--- src/rtl/video_mode_loader_if.sv ---
// Port-access bus used on both sides of the video mode loader.
//   rw     : strobe, [1]=read, [0]=write, one-cycle pulse
//   adr    : 7-bit port address
//   wrData : write data
//   rdData : read data, valid with ack
//   ack    : one-cycle acknowledge
// The master issues strobes; the slave returns rdData/ack.
interface video_mode_loader_if;
    logic [1:0] rw;
    logic [6:0] adr;
    logic [7:0] wrData;
    logic [7:0] rdData;
    logic       ack;

    modport master (
        output rw,
        output adr,
        output wrData,
        input  rdData,
        input  ack
    );

    modport slave (
        input  rw,
        input  adr,
        input  wrData,
        output rdData,
        output ack
    );
endinterface

--- src/rtl/video_mode_loader.sv ---
// Mode-set sequencer and bus arbiter in front of the Video register block.
// On iStart it walks the table entries of the chosen mode, issuing each as a
// one-cycle Video strobe and waiting for its ack. While idle the CPU port is
// passed straight through to the Video bus; CPU accesses made during a load
// are parked in a one-deep slot and issued when the load finishes.
// Ports:
//   iClk, iRstN     clock, asynchronous active-low reset
//   iStart, iMode   start request and mode (sampled only when idle)
//   oBusy           load in progress
//   oDone           one-cycle pulse when a load ends without error
//   oErr            sticky ack timeout, cleared by the next accepted iStart
//   oCpuOvf         sticky dropped CPU request, cleared by the next accepted iStart
//   oTabAdr         table ROM address {mode, step}
//   iTabData        table entry [16]=END [15]=READ [14:8]=adr [7:0]=data
//   cpu             CPU-facing bus (this block is the slave)
//   vid             Video-facing bus (this block is the master)
module video_mode_loader #(
    parameter int unsigned STEPS       = 64,
    parameter int unsigned ACK_TIMEOUT = 15
) (
    input  logic                       iClk,
    input  logic                       iRstN,
    input  logic                       iStart,
    input  logic [1:0]                 iMode,
    output logic                       oBusy,
    output logic                       oDone,
    output logic                       oErr,
    output logic                       oCpuOvf,
    output logic [7:0]                 oTabAdr,
    input  logic [16:0]                iTabData,
    video_mode_loader_if.slave         cpu,
    video_mode_loader_if.master        vid
);

    localparam logic [5:0] LastStep  = 6'(STEPS - 1);
    localparam logic [3:0] TimerLoad = 4'(ACK_TIMEOUT);

    typedef enum logic [2:0] {
        StIdle,
        StFetch,
        StIssue,
        StWait,
        StFlush,
        StFlushWait
    } stateT;

    stateT      stateQ, stateD;
    logic [1:0] modeQ;
    logic [5:0] stepQ;
    logic [3:0] timerQ;
    logic       entEndQ;
    logic       slotFullQ;
    logic [1:0] slotRwQ;
    logic [6:0] slotAdrQ;
    logic [7:0] slotDataQ;
    logic       cpuOutQ;
    logic       errQ;
    logic       ovfQ;
    logic       doneQ;

    logic       timeout;
    logic       lastEntry;
    logic       loadPhase;
    logic       cpuStrobe;

    assign timeout   = (timerQ == 4'd1) && !vid.ack;
    assign lastEntry = entEndQ || (stepQ == LastStep);
    assign loadPhase = (stateQ == StFetch) || (stateQ == StIssue) || (stateQ == StWait);
    assign cpuStrobe = |cpu.rw;

    // State register
    always_ff @(posedge iClk or negedge iRstN) begin
        if (!iRstN) begin
            stateQ <= StIdle;
        end else begin
            stateQ <= stateD;
        end
    end

    // Next-state logic
    always_comb begin
        stateD = stateQ;
        unique case (stateQ)
            StIdle: begin
                if (iStart) begin
                    stateD = StFetch;
                end
            end
            StFetch: stateD = StIssue;
            StIssue: stateD = StWait;
            StWait: begin
                if (vid.ack) begin
                    stateD = lastEntry ? StFlush : StFetch;
                end else if (timeout) begin
                    stateD = StFlush;
                end
            end
            StFlush: begin
                stateD = slotFullQ ? StFlushWait : StIdle;
            end
            StFlushWait: begin
                if (vid.ack || timeout) begin
                    stateD = StIdle;
                end
            end
            default: stateD = StIdle;
        endcase
    end

    // Output logic
    always_comb begin
        vid.rw     = 2'b00;
        vid.adr    = 7'd0;
        vid.wrData = 8'd0;
        cpu.rdData = 8'd0;
        cpu.ack    = 1'b0;
        unique case (stateQ)
            StIdle: begin
                vid.rw     = cpu.rw;
                vid.adr    = cpu.adr;
                vid.wrData = cpu.wrData;
                cpu.rdData = vid.rdData;
                cpu.ack    = vid.ack;
            end
            StFetch: begin
                // Ack of a CPU access that went out alongside the accepted iStart
                if (cpuOutQ) begin
                    cpu.rdData = vid.rdData;
                    cpu.ack    = vid.ack;
                end
            end
            StIssue: begin
                vid.rw     = iTabData[15] ? 2'b10 : 2'b01;
                vid.adr    = iTabData[14:8];
                vid.wrData = iTabData[7:0];
            end
            StWait: begin
            end
            StFlush: begin
                if (slotFullQ) begin
                    vid.rw     = slotRwQ;
                    vid.adr    = slotAdrQ;
                    vid.wrData = slotDataQ;
                end
            end
            StFlushWait: begin
                if (vid.ack) begin
                    cpu.rdData = vid.rdData;
                    cpu.ack    = 1'b1;
                end
            end
            default: begin
            end
        endcase
    end

    assign oBusy   = (stateQ != StIdle);
    assign oDone   = doneQ;
    assign oErr    = errQ;
    assign oCpuOvf = ovfQ;
    assign oTabAdr = {modeQ, stepQ};

    // Datapath: step/timer, pending slot, sticky flags
    always_ff @(posedge iClk or negedge iRstN) begin
        if (!iRstN) begin
            modeQ     <= 2'd0;
            stepQ     <= 6'd0;
            timerQ    <= 4'd0;
            entEndQ   <= 1'b0;
            slotFullQ <= 1'b0;
            slotRwQ   <= 2'b00;
            slotAdrQ  <= 7'd0;
            slotDataQ <= 8'd0;
            cpuOutQ   <= 1'b0;
            errQ      <= 1'b0;
            ovfQ      <= 1'b0;
            doneQ     <= 1'b0;
        end else begin
            doneQ   <= 1'b0;
            cpuOutQ <= (stateQ == StIdle) && cpuStrobe;

            // Slot accepts only during the table walk; once flushing has begun a
            // new request could not be issued before returning to idle.
            if ((stateQ != StIdle) && cpuStrobe) begin
                if (loadPhase && !slotFullQ) begin
                    slotFullQ <= 1'b1;
                    slotRwQ   <= cpu.rw;
                    slotAdrQ  <= cpu.adr;
                    slotDataQ <= cpu.wrData;
                end else begin
                    ovfQ <= 1'b1;
                end
            end

            unique case (stateQ)
                StIdle: begin
                    if (iStart) begin
                        modeQ <= iMode;
                        stepQ <= 6'd0;
                        errQ  <= 1'b0;
                        ovfQ  <= 1'b0;
                    end
                end
                StFetch: begin
                end
                StIssue: begin
                    timerQ  <= TimerLoad;
                    entEndQ <= iTabData[16];
                end
                StWait: begin
                    if (vid.ack) begin
                        if (!lastEntry) begin
                            stepQ <= stepQ + 6'd1;
                        end
                    end else if (timeout) begin
                        errQ <= 1'b1;
                    end else begin
                        timerQ <= timerQ - 4'd1;
                    end
                end
                StFlush: begin
                    if (slotFullQ) begin
                        timerQ <= TimerLoad;
                    end else begin
                        doneQ <= !errQ;
                    end
                end
                StFlushWait: begin
                    if (vid.ack) begin
                        slotFullQ <= 1'b0;
                        doneQ     <= !errQ;
                    end else if (timeout) begin
                        slotFullQ <= 1'b0;
                        errQ      <= 1'b1;
                    end else begin
                        timerQ <= timerQ - 4'd1;
                    end
                end
                default: begin
                end
            endcase
        end
    end

endmodule

--- src/flat_wrapper.sv ---
// flat-port wrapper written by rule: the top's interface ports become plain ports
module video_mode_loader_flat 
#(
    parameter int unsigned STEPS       = 64,
    parameter int unsigned ACK_TIMEOUT = 15
)
  (iClk, iRstN, iStart, iMode, oBusy, oDone, oErr, oCpuOvf, oTabAdr, iTabData, cpu_rw, cpu_adr, cpu_wrData, cpu_rdData, cpu_ack, vid_rw, vid_adr, vid_wrData, vid_rdData, vid_ack);
  video_mode_loader_if cpu_i ();
  video_mode_loader_if vid_i ();
  input  logic iClk;
  input  logic iRstN;
  input  logic iStart;
  input  logic [1:0] iMode;
  output logic oBusy;
  output logic oDone;
  output logic oErr;
  output logic oCpuOvf;
  output logic [7:0] oTabAdr;
  input  logic [16:0] iTabData;
  input wire logic [$bits(cpu_i.rw)-1:0] cpu_rw;
  input wire logic [$bits(cpu_i.adr)-1:0] cpu_adr;
  input wire logic [$bits(cpu_i.wrData)-1:0] cpu_wrData;
  output wire logic [$bits(cpu_i.rdData)-1:0] cpu_rdData;
  output wire logic [$bits(cpu_i.ack)-1:0] cpu_ack;
  output wire logic [$bits(vid_i.rw)-1:0] vid_rw;
  output wire logic [$bits(vid_i.adr)-1:0] vid_adr;
  output wire logic [$bits(vid_i.wrData)-1:0] vid_wrData;
  input wire logic [$bits(vid_i.rdData)-1:0] vid_rdData;
  input wire logic [$bits(vid_i.ack)-1:0] vid_ack;
  assign cpu_i.rw = cpu_rw;
  assign cpu_i.adr = cpu_adr;
  assign cpu_i.wrData = cpu_wrData;
  assign cpu_rdData = cpu_i.rdData;
  assign cpu_ack = cpu_i.ack;
  assign vid_rw = vid_i.rw;
  assign vid_adr = vid_i.adr;
  assign vid_wrData = vid_i.wrData;
  assign vid_i.rdData = vid_rdData;
  assign vid_i.ack = vid_ack;
  video_mode_loader #(.STEPS(STEPS), .ACK_TIMEOUT(ACK_TIMEOUT)) u_core (.iClk(iClk), .iRstN(iRstN), .iStart(iStart), .iMode(iMode), .oBusy(oBusy), .oDone(oDone), .oErr(oErr), .oCpuOvf(oCpuOvf), .oTabAdr(oTabAdr), .iTabData(iTabData), .cpu(cpu_i), .vid(vid_i));
endmodule
--- config.mk ---
export PLATFORM = sky130hd
export DESIGN_NAME = video_mode_loader_flat
export DESIGN_NICKNAME = d
export VERILOG_FILES = /design/src/rtl/video_mode_loader_if.sv /design/src/rtl/video_mode_loader.sv /design/src/flat_wrapper.sv
export SDC_FILE = /design/constraint.sdc
export NUM_CORES = 1
export LEC_CHECK = 0
export CAP_MARGIN = 20
export CORE_ASPECT_RATIO = 1.2
export CORE_MARGIN = 2
export CORE_UTILIZATION = 25
export DETAILED_ROUTE_END_ITERATION = 16
export PLACE_DENSITY_LB_ADDON = 0.08
export SLEW_MARGIN = 30
export SYNTH_ARGS = -nofsm -noshare
export SYNTH_HDL_FRONTEND = slang
export SYNTH_SLANG_ARGS = --single-unit
export TNS_END_PERCENT = 5
--- constraint.sdc ---
create_clock -name iClk -period 2.1 [get_ports iClk]
set_clock_uncertainty 0.15 [all_clocks]
set_input_delay 0.63 -clock iClk [delete_from_list [all_inputs] [get_ports iClk]]
set_output_delay 0.63 -clock iClk [all_outputs]
set_load 0.01 [all_outputs]
==> run_results.csv <==
group,metric,value,unit
cts,cts-buffers-inserted,5,
final_layout,layout.filler_cells,869,
sta,fin_hold_ws,0.152,ns
placement,preCtsSetupSlack,-0.834,ns
sta,max_slew.worst_pin.slew,0.329,ns
drt,detail_route.vias_per_cell,4.71,
power_and_ir_drop,power.leakage,1.64,nW
floorplanning,core-area,8200,sq um
final_layout,antenna_cells_inserted,0,
drt,detailedRoute.firstIterationViolations,95,
yosys,yosys.cell_types.count,43,
drt,route.antenna.remaining_nets,0,
final_layout,multi_input_comb_area,1060,sq um
setup_path,regToRegStartpoint,"u_core.stateQ[1]$_DFFE_PN0P_",
drt,iteration_count_of_the_initial_detailed_routing_pass,4,
yosys,yosysSeqAreaShare,44.8,%
floorplanning,floorplan.die.width,88.2,microns
cts,root_buffer,"clkbuf_8",
setup_path,timing.critical_path.fanout_max,5,
floorplanning,fp_rows,36,
setup_path,timing.critical_path.from_type,"register",
placement,post-dp-hpwl,4440,microns
sta,setup_slack,-0.357,ns
cts,clock_input_transition_at_the_sequential_cells_of_the_worst_setup_and_hold_paths,0.08,ns
placement,place.detailed.instances,427,
setup_path,crit_path_end,"vid_rw[1]",
cts,ctsLongestPathBuffers,2,
final_layout,share_of_post_route_cells_with_drive_strength_above_1,34.5,%
global_routing,first_global_vias,2146,
cts,h-tree-depth,2,
setup_path,worst_ep_arrival_time,1.68,ns
yosys,postSynthAreaPerCell,10.1,sq um
run_status,violations,"negative setup slack",
cts,clock_insertion_delay_worst_skew,0.29,ns
final_layout,nNetsFinal,387,
setup_path,worstRegToRegCells,7,
sta,post-route-min-period,2.46,ns
floorplanning,floorplan.die.height,105,microns
final_layout,register_area,957,sq um
global_routing,gr-total-overflow,0,
yosys,mappedNetlistArea,2120,sq um
floorplanning,floorplan.initialDensity,25.9,%
sta,timing.final.max_slew_violations,0,
final_layout,non_filler_instance_count_after_layout,450,
yosys,synth.ff_latch_count,38,
global_routing,track_usage,14.8,%
setup_path,crit_type,"reg2out",
setup_path,worstReg2RegEnd,"u_core.timerQ[1]$_DFFE_PN0P_",
sta,max_freq,0.407,GHz
yosys,synth.yosys.warnings,0,
sta,layout_worst_path_cycle_share,117,%
setup_path,cp_data_required_time,1.32,ns
floorplanning,die-area,9250,sq um
sta,tns,-7.83,ns
drt,finalWirelength,6560,microns
yosys,post_synth_inst_count,210,
power_and_ir_drop,power_density,1200,nW/um^2
final_layout,mostFrequentLayoutCell,"clkdlybuf4s50_1",
sta,timing.final.setup_violations,27,
setup_path,cp-startpoint,"u_core.stateQ[1]$_DFFE_PN0P_",
sta,grt_setup_unrepaired,"true",
drt,detailroute.via_count,2120,
sta,slew_headroom,78.0,%
setup_path,critical_path.endpoint_type,"primary output",
sta,hold_viol_final,0,
drt,drc,0,
drt,routed_wire_length_per_instance,14.6,microns
placement,place_congestion,0.787,
yosys,synth_fp_nets,262,
final_layout,flow.area_growth_from_synthesis,64.8,%
placement,port-buffer-count,85,
final_layout,final_cell_mix,"clkdlybuf4s50_1, dfrtp_1, buf_4",
global_routing,initial_antenna_violation_count,0,
power_and_ir_drop,peakVddDrop,0.415,mV
run_status,status,"finished, violations left",
global_routing,maximum_number_of_pins_on_one_net_before_global_route_repair,39,
hold_path,hold_path.class,"in2async",
global_routing,grt_pass1_wl,10700,microns
setup_path,rrSetupSlack,0.12,ns
floorplanning,ios,86,
cts,clock_tree_from_tritoncts,"done",
cts,clock_sinks,38,
job,maxCapViolations,0,
-- where the power goes --
part	internal (W)	switching, W
combinational	0.00132	0.00113
clock	0.000265	0.000265
sequential	0.00102	0.000193
-- sequential cells by signal, indices dropped and copies added (netlist names), 2 cells and up --
signal            cells
u_core.slotRwQ        2
u_core.slotAdrQ       7
u_core.slotDataQ      8
u_core.timerQ         4
u_core.modeQ          2
u_core.stateQ         3
u_core.stepQ          6
-- kinds of logic (layout without fill, tap and decap cells) --
family                     after synthesis  after routing  synth area share [%]
AOI/OAI and AO/OA                       55             55                  19.7
xor gates and xnor gates                 1              1                 0.412
adders and majority gates                4              4                  2.36
buffers and inverters                   40            163                  8.72
DFF                                     38             38                  44.8
muxes                                   19             19                  10.0
and+or+nand+nor                         53             56                  14.0
-- cell usage after synthesis --
cell | n | share of area [%]
dfrtp_1 | 38 | 45
inv_1 | 26 | 4.6
mux2_2 | 18 | 9.5
a222oi_1 | 16 | 7.5
o21ai_0 | 11 | 2.6
nand2_1 | 10 | 1.8
and2_1 | 9 | 2.6
buf_2 | 7 | 1.6
nand3_1 | 7 | 1.6
nor2_1 | 7 | 1.2
a21oi_1 | 6 | 1.4
nor3_1 | 6 | 1.4
o31ai_1 | 5 | 1.8
ha_1 | 4 | 2.4
buf_4 | 3 | 1.1
o22ai_1 | 3 | 0.88
a22o_1 | 2 | 0.82
buf_6 | 2 | 1.1
clkbuf_1 | 2 | 0.35
nor3b_1 | 2 | 0.71
o211ai_1 | 2 | 0.71
o41ai_1 | 2 | 0.82
or3_1 | 2 | 0.59
a21boi_0 | 1 | 0.35
a21o_1 | 1 | 0.35
a221o_1 | 1 | 0.47
a22oi_1 | 1 | 0.35
a31oi_1 | 1 | 0.29
and3_1 | 1 | 0.29
and3b_1 | 1 | 0.41
mux2i_1 | 1 | 0.47
nand4_1 | 1 | 0.29
nor2_2 | 1 | 0.29
nor2b_1 | 1 | 0.29
nor3_2 | 1 | 0.47
nor4_1 | 1 | 0.29
nor4_4 | 1 | 1.0
o211ai_2 | 1 | 0.59
o21a_1 | 1 | 0.35
o32ai_1 | 1 | 0.41
or2_2 | 1 | 0.29
or4_1 | 1 | 0.35
xor2_1 | 1 | 0.41
-- what timing repair did --
| item | 4_1_cts | 5_1_grt |
|---|---|---|
| pin swaps | 30 | 10 |
| resized for setup | 131 | 8 |
| endpoints found under the setup margin | 29 | 31 |
| hold endpoints to repair | 0 | 0 |
| gates cloned | 4 | 0 |
| buffers inserted | 11 | 1 |
| hold buffers | 0 | 0 |
-- critical path: stages (launching register included) --
cell and delay, ns:
dfrtp_2 0.43, buf_12 0.12, nor3_4 0.04, buf_6 0.11, buf_6 0.12, a222oi_1 0.35, inv_1 0.07, buf_2 0.15
-- worst min-delay path by stage --
stage | slack (ns) | cells after the start | endpoint
2_1_floorplan | 0.18 | 0 | u_core.cpuOutQ$_DFF_PN0_
3_3_place_gp | 0.32 | 2 | u_core.oCpuOvf$_DFF_PN0_
3_5_place_dp | 0.33 | 2 | u_core.oCpuOvf$_DFF_PN0_
4_1_cts | 0.15 | 2 | u_core.modeQ[1]$_DFFE_PN0P_
5_1_grt | 0.16 | 2 | u_core.stepQ[1]$_DFFE_PN0P_
6_report | 0.15 | 2 | u_core.oCpuOvf$_DFF_PN0_
-- routing by layer --
metal  global-route usage, %  wire (microns)
met3                    3.24             407
met4                    4.00              55
met5                       0               0
met2                    25.5            3280
met1                    18.4            2810
-- final cells by class --
| cell class | instances | share of cell area (%) |
|---|---|---|
| Multi-Input combinational cell | 135 | 30.3 |
| Clock inverter | 1 | 0.143 |
| Tap cell | 114 | 4.07 |
| Clock buffer | 7 | 2.47 |
| Inverter | 26 | 2.93 |
| Sequential cell | 38 | 27.3 |
| Timing Repair Buffer | 129 | 32.8 |
-- through the flow --
step	power, W	cell area [sq um]	utilization, %
after detailed placement	0.00353	3320	40.6
after floorplan	0.00239	2150	-
after global routing	0.00453	3500	42.7
after global placement	0.00352	3320	40.6
final	0.00419	3500	42.7
after CTS	0.00429	3510	42.8
No activity file was read; power rests on OpenSTA's default activity.
